<file path="src/rtl/conv1d_cfu_pkg.sv">
// Shared types for the 1-D convolution SIMD CFU.
//   cmd_e    : command codes carried on the 7-bit cmd port
//   state_e  : control FSM states
//   prod_width(): width of one lane product (int8 weight x 9-bit activation)
package conv1d_cfu_pkg;

    typedef enum logic [6:0] {
        CLEAR  = 7'd0,
        LOADK  = 7'd1,
        SETLEN = 7'd2,
        SETOFS = 7'd3,
        MAC    = 7'd4,
        READ   = 7'd5
    } cmd_e;

    typedef enum logic [1:0] {
        IDLE,
        MUL,
        ADD,
        RESP
    } state_e;

    localparam int BYTE_SIZE_DEFAULT = 8;
    localparam int PROD_WIDTH        = 2 * BYTE_SIZE_DEFAULT + 1;

    // A BYTE_SIZE-bit signed weight times a (BYTE_SIZE+1)-bit signed operand.
    function automatic int prod_width(input int byte_size);
        return 2 * byte_size + 1;
    endfunction

endpackage

</file>
<file path="src/rtl/conv1d_simd_mac.sv">
// LANES-wide signed dot-product datapath.
//   clk, rst : clock and asynchronous active-high reset
//   load     : capture the lane products this cycle
//   weights  : packed signed weights, lane 0 in the low bits
//   acts     : packed signed activations, same lane order
//   offset   : signed activation offset, added before multiplying
//   sum      : sign-extended sum of the registered products
module conv1d_simd_mac
    import conv1d_cfu_pkg::*;
#(
    parameter int BYTE_SIZE = 8,
    parameter int LANES     = 4,
    parameter int ACC_WIDTH = 32
) (
    input  logic                         clk,
    input  logic                         rst,
    input  logic                         load,
    input  logic [LANES*BYTE_SIZE-1:0]   weights,
    input  logic [LANES*BYTE_SIZE-1:0]   acts,
    input  logic signed [BYTE_SIZE:0]    offset,
    output logic [ACC_WIDTH-1:0]         sum
);

    localparam int PW = prod_width(BYTE_SIZE);

    logic [LANES*ACC_WIDTH-1:0] ext_flat;

    genvar gi;
    generate
        for (gi = 0; gi < LANES; gi++) begin : g_lane
            logic signed [BYTE_SIZE-1:0] w;
            logic signed [BYTE_SIZE:0]   a_ofs;
            logic signed [PW-1:0]        prod_next;
            logic signed [PW-1:0]        prod_reg;

            assign w = weights[gi*BYTE_SIZE +: BYTE_SIZE];
            // Activation plus offset deliberately wraps at BYTE_SIZE+1 bits.
            assign a_ofs = $signed({acts[gi*BYTE_SIZE+BYTE_SIZE-1],
                                    acts[gi*BYTE_SIZE +: BYTE_SIZE]}) + offset;
            assign prod_next = PW'(w) * PW'(a_ofs);

            always_ff @(posedge clk or posedge rst) begin
                if (rst) begin
                    prod_reg <= '0;
                end else if (load) begin
                    prod_reg <= prod_next;
                end
            end

            assign ext_flat[gi*ACC_WIDTH +: ACC_WIDTH] = ACC_WIDTH'(prod_reg);
        end
    endgenerate

    always_comb begin
        sum = '0;
        for (int i = 0; i < LANES; i++) begin
            sum = sum + ext_flat[i*ACC_WIDTH +: ACC_WIDTH];
        end
    end

endmodule

</file>
<file path="src/rtl/conv1d_simd_cfu.sv">
// 1-D int8 convolution CFU for a RISC-V custom-instruction port.
//   clk, rst            : clock, asynchronous active-high reset
//   en, cmd             : command strobe and code; taken only while output_buffer_valid=1
//   inp0                : index / length / offset operand
//   inp1                : packed weights (LOADK) or packed activations (MAC)
//   ret                 : command result, held until the next completion
//   output_buffer_valid : 1 = idle with result ready, 0 = busy
module conv1d_simd_cfu
    import conv1d_cfu_pkg::*;
#(
    parameter int BYTE_SIZE    = 8,
    parameter int INT32_SIZE   = 32,
    parameter int LANES        = 4,
    parameter int KERNEL_DEPTH = 16,
    parameter int ACC_WIDTH    = 32
) (
    input  logic                  clk,
    input  logic                  rst,
    input  logic                  en,
    input  logic [6:0]            cmd,
    input  logic [INT32_SIZE-1:0] inp0,
    input  logic [INT32_SIZE-1:0] inp1,
    output logic [INT32_SIZE-1:0] ret,
    output logic                  output_buffer_valid
);

    localparam int IDX_W = $clog2(KERNEL_DEPTH);
    localparam int LEN_W = IDX_W + 1;
    localparam int OFS_W = BYTE_SIZE + 1;
    localparam int ARG_W = (OFS_W > IDX_W) ? OFS_W : IDX_W;

    logic [INT32_SIZE-1:0]  kernel_reg [KERNEL_DEPTH];
    state_e                 state_reg;
    logic [6:0]             cmd_reg;
    logic [ARG_W-1:0]       arg_reg;
    logic [INT32_SIZE-1:0]  data_reg;
    logic [IDX_W-1:0]       ptr_reg;
    logic [LEN_W-1:0]       len_reg;
    logic signed [OFS_W-1:0] offset_reg;
    logic [ACC_WIDTH-1:0]   acc_reg;
    logic [INT32_SIZE-1:0]  ret_reg;
    logic                   valid_reg;

    logic [ACC_WIDTH-1:0]   mac_sum;
    logic [ACC_WIDTH-1:0]   acc_next;
    logic [IDX_W-1:0]       ptr_next;
    logic [IDX_W-1:0]       arg_idx;
    logic [LEN_W-1:0]       len_next;
    logic                   unused_inp0;

    assign unused_inp0 = ^inp0[INT32_SIZE-1:ARG_W];

    conv1d_simd_mac #(
        .BYTE_SIZE (BYTE_SIZE),
        .LANES     (LANES),
        .ACC_WIDTH (ACC_WIDTH)
    ) u_mac (
        .clk     (clk),
        .rst     (rst),
        .load    (state_reg == MUL),
        .weights (kernel_reg[ptr_reg]),
        .acts    (data_reg),
        .offset  (offset_reg),
        .sum     (mac_sum)
    );

    assign acc_next = acc_reg + mac_sum;
    assign ptr_next = ({1'b0, ptr_reg} == len_reg - LEN_W'(1)) ? '0 : ptr_reg + IDX_W'(1);
    assign arg_idx  = arg_reg[IDX_W-1:0];
    // A length field of zero selects the full buffer.
    assign len_next = (arg_idx == '0) ? LEN_W'(KERNEL_DEPTH) : {1'b0, arg_idx};

    always_ff @(posedge clk or posedge rst) begin
        if (rst) begin
            for (int i = 0; i < KERNEL_DEPTH; i++) begin
                kernel_reg[i] <= '0;
            end
            state_reg  <= IDLE;
            cmd_reg    <= '0;
            arg_reg    <= '0;
            data_reg   <= '0;
            ptr_reg    <= '0;
            len_reg    <= LEN_W'(KERNEL_DEPTH);
            offset_reg <= '0;
            acc_reg    <= '0;
            ret_reg    <= '0;
            valid_reg  <= 1'b1;
        end else begin
            case (state_reg)
                IDLE: begin
                    if (en) begin
                        cmd_reg   <= cmd;
                        arg_reg   <= inp0[ARG_W-1:0];
                        data_reg  <= inp1;
                        valid_reg <= 1'b0;
                        state_reg <= (cmd == MAC) ? MUL : RESP;
                    end
                end
                MUL: begin
                    state_reg <= ADD;
                end
                ADD: begin
                    acc_reg   <= acc_next;
                    ret_reg   <= acc_next[INT32_SIZE-1:0];
                    ptr_reg   <= ptr_next;
                    valid_reg <= 1'b1;
                    state_reg <= IDLE;
                end
                RESP: begin
                    case (cmd_reg)
                        CLEAR: begin
                            ret_reg <= acc_reg[INT32_SIZE-1:0];
                            acc_reg <= '0;
                            ptr_reg <= '0;
                        end
                        LOADK: begin
                            kernel_reg[arg_idx] <= data_reg;
                            ret_reg <= INT32_SIZE'(arg_idx);
                        end
                        SETLEN: begin
                            len_reg <= len_next;
                            ptr_reg <= '0;
                            ret_reg <= INT32_SIZE'(len_next);
                        end
                        SETOFS: begin
                            offset_reg <= arg_reg[OFS_W-1:0];
                            ret_reg <= {{(INT32_SIZE-OFS_W){arg_reg[OFS_W-1]}}, arg_reg[OFS_W-1:0]};
                        end
                        READ: begin
                            ret_reg <= acc_reg[INT32_SIZE-1:0];
                        end
                        default: begin
                            ret_reg <= '0;
                        end
                    endcase
                    valid_reg <= 1'b1;
                    state_reg <= IDLE;
                end
                default: begin
                    state_reg <= IDLE;
                    valid_reg <= 1'b1;
                end
            endcase
        end
    end

    assign ret                 = ret_reg;
    assign output_buffer_valid = valid_reg;

endmodule

</file>
<file path="config.mk">
export PLATFORM = sky130hd
export DESIGN_NAME = conv1d_simd_cfu
export DESIGN_NICKNAME = d
export VERILOG_FILES = /design/src/rtl/conv1d_cfu_pkg.sv /design/src/rtl/conv1d_simd_mac.sv /design/src/rtl/conv1d_simd_cfu.sv
export SDC_FILE = /design/constraint.sdc
export NUM_CORES = 2
export LEC_CHECK = 0
export BUFFER_PORTS_ARGS = -buffer_cell sky130_fd_sc_hd__buf_2
export CORE_UTILIZATION = 45
export CTS_BUF_LIST = sky130_fd_sc_hd__clkbuf_8
export DETAILED_ROUTE_END_ITERATION = 12
export HOLD_SLACK_MARGIN = 0.02
export PLACE_DENSITY = 0.68
export SETUP_SLACK_MARGIN = 0.2
export SLEW_MARGIN = 20
export SYNTH_ARGS = -nofsm -noshare
export SYNTH_HDL_FRONTEND = slang
export SYNTH_SLANG_ARGS = --single-unit
</file>
<file path="constraint.sdc">
create_clock -name clk -period 32.2 [get_ports clk]
set_input_delay 6.44 -clock clk [delete_from_list [all_inputs] [get_ports clk]]
set_output_delay 6.44 -clock clk [all_outputs]
set_load 0.05 [all_outputs]
</file>
==> key figures <==
Clock network
  – Post-CTS Hold Buffers: 0
  – Clk_lat worst skew: between 800 and 900 ps
  – CTS root buffer: clkbuf_8
  – Max clock buf depth: 3
  – Post-CTS Resized: 0
  – Max H-tree Level: 3
  – TritonCTS Buffers: about 120
  – TritonCTS clock tree: yes
  – Postcts setup bufs: 0
  – Clock-pin slew on the worst setup and hold paths: around 60 ps
  – Sink Count: 713

Layout
  – Final core occ: 50.0%
  – Fin nets: 4,693
  – Share of cells above drive strength 1: 14.7%
  – Max reg flops: 512
  – Final Instance Area: 0.0512 mm2
  – Area growth syn-to-layout: 9.36%
  – Filler Cell Count: between 9,000 and 10,000

Timing
  – Final Cycle Share: 30.2%
  – Hold Violations, Final: 0
  – Final min period: 9710 ps
  – Final worst slack: 22,490 ps
  – Max Clk Rate: roughly 100 MHz
  – Unrepaired setup endpoints after global routing: false
  – Worst Skew: 41.8 ps
  – Worst-Margin Slew: 1130 ps
  – Slew HR: between 20% and 30%
  – Final setup viols: 0
  – Fin Setup TNS: 0 ps
  – Final Max Slew Viols: 0

Logic synthesis
  – Post-Syn Nets: 4,623
  – Sequential element share of the synthesized area: 38.1%
  – Synth area leaders: dfrtp_1 (38%), fa_1 (12%), mux2_1 (11%)
  – Area share of the largest cell type after synthesis: 38.0%
  – Register bit total from synthesis: approximately 710
  – Netlist cell types: 79
  – Synth Area per Inst: 11.6 um2
  – Yosys warning count: 0
  – Leading area contributor after synthesis: dfrtp_1
  – Async SR Flop Fraction: 100%
  – Number of synthesized flops with an enable pin: 0
  – Most frequent cell after synthesis: dfrtp_1
  – Commonest cells in the netlist: dfrtp_1 (711), mux2_1 (477), inv_1 (456)
  – Mapped cell area: 0.0468 mm2
  – Dominant synthesized flop cell: dfrtp_1
  – Syn Inst Count: slightly above 4,000

Critical path
  – Worst setup EP type: async pin
  – Critical path peak fanout: 188
  – Startpoint types: primary input
  – CP required: ~33,000 ps
  – Kind of critical path: in -> async
  – WP data arrival: about 11,000 ps

Detailed routing
  – DRC viols: 0
  – Post-route ant nets: 0
  – First DRT Iteration DRCs: 1,766
  – Total iterations of the first detailed-routing run: 5
  – Post-Route WL: 109,000 um
  – Wire length per cell: 19.5 um
  – DR vias/cell: 5.38
  – Via count: approximately 30,000

Global routing
  – Largest net degree at the start of global routing: 189
  – Initial antenna violation count: 3
  – Number of global-route vias before repair: 31,600
  – First-pass GRT wire length: between 150,000 and 200,000 um
  – Gr usage total: a little over a fifth
  – GRT overflow: 0

Flow run
  – Max_cap viols: 0

Place
  – Final HPWL DP: 74,500 um
  – Place WS: 21,230 ps
  – Placed Area: ~0.049 mm2
  – Buffers added on ports: 83
  – Gpl congestion: 0.884

Die
  – Core area: roughly 0.10 mm2
  – Die Y: 325 um
  – Die width: 325 um
  – Area of the die: 0.105 mm2
  – Io pins: about 110
  – Initial Utilization: 45.7%
  – Num rows: roughly 120

Min path
  – Worst hold-check path type: reg -> reg

Power
  – Leak: 26.1 nW
  – Tot Pwr: 0.00497 W
  – Max VDD drop: ~0.000096 V
  – PwrDens: around 97 mW/mm2

Outcome
  – Status: finished clean
[logic make-up (layout without fill, tap and decap cells)]
| kind of cell | Yosys count | in the layout | share of synthesized area [%] |
|---|---|---|---|
| AND/OR/NAND/NOR | 744 | 744 | 6.88 |
| XOR/XNOR | 197 | 197 | 3.81 |
| adder cells (fa/ha/maj) | 517 | 517 | 18.4 |
| flip-flops | 713 | 713 | 38.1 |
| other | 0 | 1 | 0 |
| AO/OA/AOI/OAI | 473 | 473 | 6.17 |
| multiplexers | 744 | 744 | 21.2 |
| buffers and inverters | 644 | 810 | 5.47 |
[layout by cell type (no fill, tap or decap), drive strengths merged, types with 11 or more instances in the layout]
master and n:
dfrtp 711, mux2 577, inv 494, nand2 288, fa 285, nor2 284, ha 232, clkbuf 160
o21ai 150, a21oi 149, mux4 140, buf 133, xnor2 114, xor2 80, a21o 33, nand2b 29
mux2i 27, nand3 26, nor3 25, o21a 23, and2 23, clkinv 20, or2 18, nor2b 17
o21bai 14, o41ai 14, o211ai 13, o31ai 12, and3 11
[routing by layer]
layer / global-route usage [%] / vias to the layer above / part of all wire (%)
met2: 34.7 / 634 / 47
met1: 29.2 / 15400 / 46
met3: 2.92 / 157 / 4.5
met4: 6.16 / 0 / 2.4
met5: 0 / - / 0
li1: - / 13800 / -
[path summary, 6_finish.rpt]
| check | endpoint | depth (start not counted) | startpoint | slack [ps] |
|---|---|---|---|---|
| worst max-delay path | kernel_reg[355]$_DFFE_PP0P_ | 7 | rst | 22490 |
| worst min-delay path | ret[14]$_DFFE_PP0P_ | 1 | ret[14]$_DFFE_PP0P_ | 470 |
| worst max register to register | u_mac.g_lane[0].prod_reg[16]$_DFFE_PP0P_ | 22 | ptr_reg[1]$_DFFE_PP0P_ | 23950 |
| worst min register to register | ret[14]$_DFFE_PP0P_ | 1 | ret[14]$_DFFE_PP0P_ | 470 |
| max in group clk | u_mac.g_lane[0].prod_reg[16]$_DFFE_PP0P_ | 22 | ptr_reg[1]$_DFFE_PP0P_ | 23950 |
| min in group asynchronous | arg_reg[3]$_DFFE_PP0P_ | 2 | rst | 5830 |
[worst max-delay path, cell delays in order]
cell and delay (ps):
buf_2 130, inv_8 610, buf_4 430, buf_16 320, buf_4 700, buf_12 720
buf_4 860
[area by class of cell]
cell class | instances | area (um2) | share of cell area (%)
Multi-Input combinational cell | 2675 | 26500 | 51.8
Tap cell | 1368 | 1710 | 3.34
Inverter | 462 | 1740 | 3.40
Timing Repair Buffer | 133 | 836 | 1.63
Antenna cell | 1 | 2.50 | 0.00489
Sequential cell | 713 | 17900 | 34.9
Clock inverter | 55 | 330 | 0.645
Clock buffer | 160 | 2200 | 4.30
[metrics by stage]
| step | hold slack [ps] | std cells |
|---|---|---|
| 6_report | 471 | 5567 |
| 5_1_grt | 491 | 5567 |
| 4_1_cts | 477 | 5565 |
| 3_5_place_dp | 463 | 5350 |
| 3_3_place_gp | 455 | 5350 |
| 2_1_floorplan | 449 | 4032 |
[power breakdown]
group,internal [W],switching (W),leakage (nW)
Combinational,0.00118,0.00176,15.0
Sequential,0.00102,0.000182,9.65
Clock,0.000453,0.000381,1.43
Total,0.00265,0.00232,26.1
Note: power is estimated with default switching activity, not from simulation.
